==> config.mk <==
export PLATFORM = sky130hd
export DESIGN_NAME = led7seg_scan_flat
export DESIGN_NICKNAME = d
export VERILOG_FILES = /design/src/rtl/led7seg_scan_if.sv /design/src/rtl/led7seg_scan.sv /design/src/flat_wrapper.sv
export SDC_FILE = /design/constraint.sdc
export NUM_CORES = 1
export LEC_CHECK = 0
export CAP_MARGIN = 20
export CORE_MARGIN = 5
export CORE_UTILIZATION = 57
export DETAILED_ROUTE_END_ITERATION = 10
export GPL_TIMING_DRIVEN = 0
export PLACE_DENSITY_LB_ADDON = 0.2
export SKIP_CTS_REPAIR_TIMING = 1
export SKIP_LAST_GASP = 1
export SLEW_MARGIN = 25
export SYNTH_ARGS = -nofsm -noshare
export SYNTH_HDL_FRONTEND = slang
export SYNTH_SLANG_ARGS = --single-unit
==> constraint.sdc <==
create_clock -name clk -period 2.51 [get_ports clk]
set_input_delay 0.3765 -clock clk [delete_from_list [all_inputs] [get_ports clk]]
set_output_delay 0.3765 -clock clk [all_outputs]
set_load 0.05 [all_outputs]
==> src/rtl/led7seg_scan_if.sv <==
// rtl/led7seg_scan_if.sv - display bus between the register/data path and led7seg_scan
interface led7seg_scan_if #(
  parameter int DIGITS = 4
);
  logic                load;
  logic [4*DIGITS-1:0] data;
  logic [DIGITS-1:0]   dp;
  logic [DIGITS-1:0]   blank;
  logic [7:0]          LED;
  logic [DIGITS-1:0]   SA;
  logic                frame;

  modport master (output load, data, dp, blank, input LED, SA, frame);
  modport slave  (input load, data, dp, blank, output LED, SA, frame);
endinterface

==> src/rtl/led7seg_scan.sv <==
// rtl/led7seg_scan.sv - double-buffered multiplexed N-digit seven-segment scanner
// Optional leading-zero blanking: define LED7SEG_LZB_EN.
module led7seg_scan #(
  parameter int DIGITS  = 4,
  parameter int CLK_DIV = 50000
) (
  input  logic           clk,
  input  logic           rst_n,
  led7seg_scan_if.slave  bus
);
  localparam int CW = (CLK_DIV > 1) ? $clog2(CLK_DIV) : 1;
  localparam int IW = (DIGITS > 1) ? $clog2(DIGITS) : 1;
  localparam logic [CW-1:0] CNT_MAX = CW'(CLK_DIV - 1);
  localparam logic [IW-1:0] IDX_MAX = IW'(DIGITS - 1);

  logic [CW-1:0]       r_cnt;
  logic [IW-1:0]       r_idx;
  logic [4*DIGITS-1:0] r_pend_data, r_act_data;
  logic [DIGITS-1:0]   r_pend_dp, r_act_dp;
  logic [DIGITS-1:0]   r_pend_blank, r_act_blank;
  logic                r_pend_v;
  logic [7:0]          r_led;
  logic [DIGITS-1:0]   r_sa;
  logic                r_frame;

  logic                w_tick, w_wrap;
  logic [3:0]          w_nib;
  logic                w_dp_sel, w_blank_sel;
  logic [DIGITS-1:0]   w_sup;
  logic [DIGITS-1:0]   w_sa_nxt;
  logic [7:0]          w_led_nxt;

  function automatic logic [6:0] seg_decode(input logic [3:0] n);
    case (n)
      4'h0: seg_decode = 7'h3F;  4'h1: seg_decode = 7'h06;
      4'h2: seg_decode = 7'h5B;  4'h3: seg_decode = 7'h4F;
      4'h4: seg_decode = 7'h66;  4'h5: seg_decode = 7'h6D;
      4'h6: seg_decode = 7'h7D;  4'h7: seg_decode = 7'h07;
      4'h8: seg_decode = 7'h7F;  4'h9: seg_decode = 7'h6F;
      4'hA: seg_decode = 7'h77;  4'hB: seg_decode = 7'h7C;
      4'hC: seg_decode = 7'h39;  4'hD: seg_decode = 7'h5E;
      4'hE: seg_decode = 7'h79;  default: seg_decode = 7'h71;
    endcase
  endfunction

  assign w_tick = (r_cnt == CNT_MAX);
  assign w_wrap = w_tick && (r_idx == IDX_MAX);

`ifdef LED7SEG_LZB_EN
  logic w_lead;
  // Walk from the most significant digit; suppression stops at the first visible content.
  always_comb begin
    w_sup  = '0;
    w_lead = 1'b1;
    for (int i = DIGITS - 1; i >= 1; i--) begin
      if (w_lead && (r_act_data[4*i +: 4] == 4'h0) && !r_act_dp[i]) begin
        w_sup[i] = 1'b1;
      end else begin
        w_lead = 1'b0;
      end
    end
  end
`else
  assign w_sup = '0;
`endif

  always_comb begin
    w_nib       = 4'h0;
    w_dp_sel    = 1'b0;
    w_blank_sel = 1'b0;
    w_sa_nxt    = '0;
    for (int i = 0; i < DIGITS; i++) begin
      if (r_idx == IW'(i)) begin
        w_nib       = r_act_data[4*i +: 4];
        w_dp_sel    = r_act_dp[i];
        w_blank_sel = r_act_blank[i] | w_sup[i];
        // First cycle of each slot keeps all selects off so the segment change cannot ghost.
        w_sa_nxt[i] = (r_cnt != '0);
      end
    end
    w_led_nxt = w_blank_sel ? 8'h00 : {w_dp_sel, seg_decode(w_nib)};
  end

  always_ff @(posedge clk or negedge rst_n) begin
    if (!rst_n) begin
      r_cnt        <= '0;
      r_idx        <= '0;
      r_pend_data  <= '0;
      r_pend_dp    <= '0;
      r_pend_blank <= '0;
      r_pend_v     <= 1'b0;
      r_act_data   <= '0;
      r_act_dp     <= '0;
      r_act_blank  <= '0;
      r_led        <= 8'h00;
      r_sa         <= '0;
      r_frame      <= 1'b0;
    end else begin
      r_cnt   <= w_tick ? '0 : r_cnt + CW'(1);
      if (w_tick) begin
        r_idx <= (r_idx == IDX_MAX) ? '0 : r_idx + IW'(1);
      end
      if (bus.load && w_wrap) begin
        r_act_data  <= bus.data;
        r_act_dp    <= bus.dp;
        r_act_blank <= bus.blank;
        r_pend_v    <= 1'b0;
      end else if (bus.load) begin
        r_pend_data  <= bus.data;
        r_pend_dp    <= bus.dp;
        r_pend_blank <= bus.blank;
        r_pend_v     <= 1'b1;
      end else if (w_wrap && r_pend_v) begin
        r_act_data  <= r_pend_data;
        r_act_dp    <= r_pend_dp;
        r_act_blank <= r_pend_blank;
        r_pend_v    <= 1'b0;
      end
      r_led   <= w_led_nxt;
      r_sa    <= w_sa_nxt;
      r_frame <= w_wrap;
    end
  end

  assign bus.LED   = r_led;
  assign bus.SA    = r_sa;
  assign bus.frame = r_frame;
endmodule

==> src/flat_wrapper.sv <==
// flat-port wrapper written by rule: the top's interface ports become plain ports
module led7seg_scan_flat 
#(
  parameter int DIGITS  = 4,
  parameter int CLK_DIV = 50000
)
  (clk, rst_n, bus_load, bus_data, bus_dp, bus_blank, bus_LED, bus_SA, bus_frame);
  led7seg_scan_if #(.DIGITS(DIGITS)) bus_i ();
  input  logic clk;
  input  logic rst_n;
  input wire logic [$bits(bus_i.load)-1:0] bus_load;
  input wire logic [$bits(bus_i.data)-1:0] bus_data;
  input wire logic [$bits(bus_i.dp)-1:0] bus_dp;
  input wire logic [$bits(bus_i.blank)-1:0] bus_blank;
  output wire logic [$bits(bus_i.LED)-1:0] bus_LED;
  output wire logic [$bits(bus_i.SA)-1:0] bus_SA;
  output wire logic [$bits(bus_i.frame)-1:0] bus_frame;
  assign bus_i.load = bus_load;
  assign bus_i.data = bus_data;
  assign bus_i.dp = bus_dp;
  assign bus_i.blank = bus_blank;
  assign bus_LED = bus_i.LED;
  assign bus_SA = bus_i.SA;
  assign bus_frame = bus_i.frame;
  led7seg_scan #(.DIGITS(DIGITS), .CLK_DIV(CLK_DIV)) u_core (.clk(clk), .rst_n(rst_n), .bus(bus_i));
endmodule
-- Word level (Yosys, flattened, before mapping)
Memory sizes are Yosys's and may differ from the RTL's.
Cells that the tools add are included.
- register bits: 80
- memory bits (read-only): 112
- input bits: 27
- logic and storage cells: 61
- memories kept: 1
- $add $sub $neg: 2
- equal/unequal tests: 5
- muxes and demuxes: 31
- bitwise operators: 1
- reductions and logical operators: 9
- memories (memory ; depth ; width ; rd ports ; clocked after memory_dff ; write ports ; line ; source):
    (no name shown) ; 16 ; 7 ; 1 ; 0 ; 0 ; led7seg_scan.sv:34 ; case (n)
- operators with widths (operator ; number):
    16-bit 2-to-1 mux ; 4
    4-bit 2-to-1 mux ; 10
    16-bit by 1-bit adder with 16-bit output (second input constant) ; 1
    16-bit equality test (second input constant) ; 1
    16-bit nonzero test ; 1
    1-bit 2-to-1 mux ; 15
    8-bit 2-to-1 mux ; 1
    2-bit equality test (second input constant) ; 2
    2-bit AND reduction ; 2
    1-bit logical AND ; 3
    3-bit nonzero test ; 1
    2-bit by 1-bit adder with 2-bit output (second input constant) ; 1
    2-bit by 1-bit equality test with 1-bit output (second input constant) ; 1
    2-bit zero test ; 1
    2-bit 2-to-1 mux ; 1
    2-bit by 1-bit != test with 1-bit output (second input constant) ; 1
    2-bit nonzero test ; 1
    1-bit NOT ; 1

-- Longest topological paths before layout
An unclocked memory read counts as a cell.
- depth in word-level cells: 7
- gate-level depth with buffers: 11
- mapped depth without buffers: 10

-- Worst setup path before layout
No wires, ideal clock.
- kind: reg-to-reg
- from: register u_core.r_cnt[13]
- to: register u_core.r_pend_blank[0]
- arrival: 2.005 ns
- required time: 2.383 ns
- setup slack: 0.378 ns
- stages on the path, launching flop included: 7
- period minus slack after synthesis: 2.132 ns
- cells stage by stage: dfrtp_1 or4_4 nor4_4 nand3_2 nand2_4 buf_6 mux2_1
- longest elaborated chain between the ends: 5
- ends and longest elaborated chain (what ; line ; source):
    from (decl) ; led7seg_scan.sv:16 ; logic [CW-1:0] r_cnt;
    from (signal assigned) ; led7seg_scan.sv:99 ; r_cnt <= w_tick ? '0 : r_cnt + CW'(1);
    16-bit equality test ; led7seg_scan.sv:46 ; assign w_tick = (r_cnt == CNT_MAX);
    1-bit logical AND ; led7seg_scan.sv:47 ; assign w_wrap = w_tick && (r_idx == IDX_MAX);
    1-bit logical AND ; led7seg_scan.sv:103 ; if (bus.load && w_wrap) begin
    1-bit NOT (no source line) ; - ;
    2-bit AND reduction (no source line) ; - ;
    to (signal assigned) ; led7seg_scan.sv:111 ; r_pend_blank <= bus.blank;
    to (decl) ; led7seg_scan.sv:20 ; logic [DIGITS-1:0] r_pend_blank, r_act_blank;
No other way between the ends.
A chain may end at the register's enable or synchronous reset.

-- Worst setup path after layout
- from: register u_core.r_idx[0]
- to: register u_core.r_led[3], in the netlist u_core.bus.LED[3]
- longest elaborated chain between the ends: 7
- elaborated cells between the ends (all ways): 14
- classes of those cells: 3 x eq/ne; 9 x mux; 1 x reduce/logical; 1 x memory
- ends and longest elaborated chain (what ; line ; source):
    from (decl) ; led7seg_scan.sv:17 ; logic [IW-1:0] r_idx;
    from (signal assigned) ; led7seg_scan.sv:101 ; r_idx <= (r_idx == IDX_MAX) ? '0 : r_idx + IW'(1);
    2-bit zero test ; led7seg_scan.sv:73 ; if (r_idx == IW'(i)) begin
    4-bit 2-to-1 mux (4 in series) ; led7seg_scan.sv:73 ;
    memory read 16 x 7 bit ; - ;
    8-bit 2-to-1 mux * ; led7seg_scan.sv:81 ; w_led_nxt = w_blank_sel ? 8'h00 : {w_dp_sel, seg_decode(w_nib)};
    via u_core.w_led_nxt[3] ; led7seg_scan.sv:31 ; logic [7:0] w_led_nxt;
    to (signal assigned) ; led7seg_scan.sv:119 ; r_led <= w_led_nxt;
    to (decl) ; led7seg_scan.sv:22 ; logic [7:0] r_led;
The timed path passes the listed nets; every way through them passes the cells marked *.

==> reports/metrics.cfg <==
[die]
die_area_um2=8650
die_x_um=93.0
ios=40
initial_core_util_pct=58.1
rows=30
die_h_um=93.0
core_um2=6760

[timing]
finClkSkew_ns=0.00782
hold_viol_final=0
setup-violations-final=0
timing.hold.ws_ns=0.473
report.final.slew_viol_count=0
fin_crit_sh_pct=96.0
fin_crit_ns=2.41
relSlewSlack_pct=61.8
fin_setup_tns_ns=0
worstMarginPinSlew_ns=0.572
fmax_ghz=0.415

[placement]
numPortBuffers=38
gp_congestion=0.814
placed_cell_area_um2=4430
hpwlAfterDp_um=5750

[setup_path]
cp_max_fo=10
cp.required_ns=2.74
cp.arrival_ns=2.64
rrSetupSlack_ns=0.10
r2r-start=u_core.r_idx[0]
endpoint_kind=flop
worstSetupStartpointType=flop
reg2reg_depth=9
worst-setup-path-type=reg -> reg
r2r-end=u_core.bus.LED[3]

[drt]
wirelength_um=8160
drcViolationCount=0
first_iter_violations=127
drtAntennaViolNets=0
via_per_inst=5.80
route.detailed.wl_per_inst_um=16.2
vias=2911
drtPass1Iterations=4

[clock_tree]
tritoncts=yes
cts_root_buf=clkbuf_8
cts_max_level=3
clock_sinks=80
cts_buffer_depth=2
cts_buffers=9
clk_pin_slew_ns=0.08
clock_latency_ns=0.35

[outcome]
outcome=finished, final reports clean

[yosys]
syn_avg_cell_area_um2=10.8
synth_top_area_share_pct=51.0
synthesis.nets=401
synth.distinct_cells=48
ys_ff_latch=80
yosysSeqAreaShare_pct=51.0
synth_most_common_cell=dfrtp_1
synthesis.area_um2=3930
async_flop_share_pct=100
synth_commonest_cells=80 x dfrtp_1, 39 x nand2_1, 23 x a21oi_1
ys_warn_count=0
synth_ff_type=dfrtp_1
synth_cells=362
yosysTopAreaCell=dfrtp_1
synth_edf_count=0
ys_top_cells_by_area=dfrtp_1 51%, mux2_1 5.7%, a21o_1 3.8%

[pwr]
p_leak_nw=2.17
power.total_mw=2.84
peakVddDrop_mv=0.371
power_density_nw_per_um2=598

[cells_and_area]
diodes=0
area_delta_synth_final_pct=20.9
layout-drive-gt1-share_pct=11.4
final_area_um2=4740
fillerInstances=492
fin_nets=456

[global_routing]
antenna_found_initial=0
gr-usage-all-layers_pct=20.1
first_global_vias=2818
grt_remaining_overflow=0
grt_max_degree=55
grt_pass1_wl_um=13600

[flow_run]
drv_cap=0

[hold_path]
hold_class=in -> async

[critical path, cell delays in order, from the launching register on]
cell and delay [ns]:
dfrtp_1 0.41, ha_1 0.21, buf_2 0.19, inv_1 0.26
o22ai_1 0.18, a21oi_2 0.24, inv_1 0.14, ha_1 0.32
o2111ai_1 0.24, nand2_1 0.10
[layer usage]
metal  up-vias  share of wire [%]  track usage [%]
li1       1403                  -                -
met1      1417                 46             27.2
met2        77                 48             32.0
met3        14                4.3             3.46
met4         0                1.8             8.79
met5         -                  0                0
[layout by cell type, fill, tap and decap left out, types with 3 or more instances in the layout]
master           instances
bufinv_16                3
nor2b_1                  3
xnor2_1                  8
and3_1                   3
nand2_1                 39
a21oi_1                 21
mux2i_1                  4
buf_4                    6
ha_1                    12
dfrtp_1                 80
mux2_1                  20
a32oi_1                  4
o21ai_0                  5
nand3b_1                18
nand3_1                 18
and4_1                   4
clkbuf_8                 9
clkdlybuf4s50_1         37
mux2_2                   4
clkbuf_1                11
and2_1                   7
inv_1                    9
buf_2                    3
a21o_1                  20
a211oi_1                 3
a22oi_1                  3
buf_6                    4
xor2_1                   5
nor3_1                   6
nor2_1                  14
[cells by family after synthesis]
family	after synthesis	share of synthesized area (%)
AO/OA/AOI/OAI	77	13.5
XOR/XNOR	13	2.90
adder cells (fa/ha/maj)	12	3.83
buffers and inverters	29	3.73
flip-flops	80	51.0
multiplexers	28	7.91
AND/OR/NAND/NOR	123	17.1
[final cells by class]
cell class              count  area, um2  area share [%]
well taps                  80        100            2.11
clock buffers               9        124            2.61
multi-input cells         253       1810            38.1
repair buffers             44        445            9.39
clock inverters             7        120            2.53
inverters                   9       33.8           0.712
plain buffers              20        114            2.40
flip-flops and latches     80       2000            42.2
[how the worst max path moves through the flow]
stage | start | end | slack [ns] | cells after the start
after floorplan | u_core.r_cnt[13] | u_core.r_pend_blank[0] | 0.38 | 6
after global placement | rst_n | u_core.r_pend_data[14] | -1.69 | 1
after detailed placement | u_core.r_idx[1] | u_core.bus.LED[1] | -0.03 | 8
after CTS | u_core.r_idx[1] | u_core.bus.LED[1] | -0.11 | 8
after global routing | u_core.r_idx[0] | u_core.bus.LED[3] | -0.01 | 9
final | u_core.r_idx[0] | u_core.bus.LED[3] | 0.10 | 9
[registers in the layout, indices dropped and copies added, names as in the netlist]
name                 count
u_core.r_act_data       16
u_core.r_cnt            16
u_core.r_pend_data      16
u_core.bus.LED           8
u_core.bus.SA            4
u_core.r_act_blank       4
u_core.r_act_dp          4
u_core.r_pend_blank      4
u_core.r_pend_dp         4
u_core.r_idx             2
u_core.bus.frame         1
u_core.r_pend_v          1
[per-stage QoR]
step / instances / setup slack, ns / util (%)
after floorplan: 362 / 0.378 / -
after global placement: 480 / -1.69 / 65.2
after detailed placement: 481 / -0.0312 / 65.6
after CTS: 497 / -0.110 / 69.2
after global routing: 502 / -0.0107 / 70.2
final: 502 / 0.100 / 70.2
[where the power goes]
| part | switching [mW] | internal (mW) | total (mW) | leakage [nW] |
|---|---|---|---|---|
| Clock | 0.483 | 0.662 | 1.14 | 0.119 |
| Combinational | 0.162 | 0.141 | 0.303 | 1.07 |
| Sequential | 0.0333 | 1.36 | 1.39 | 0.975 |
| Total | 0.678 | 2.16 | 2.84 | 2.17 |
Note: power is estimated with default switching activity, not from simulation.
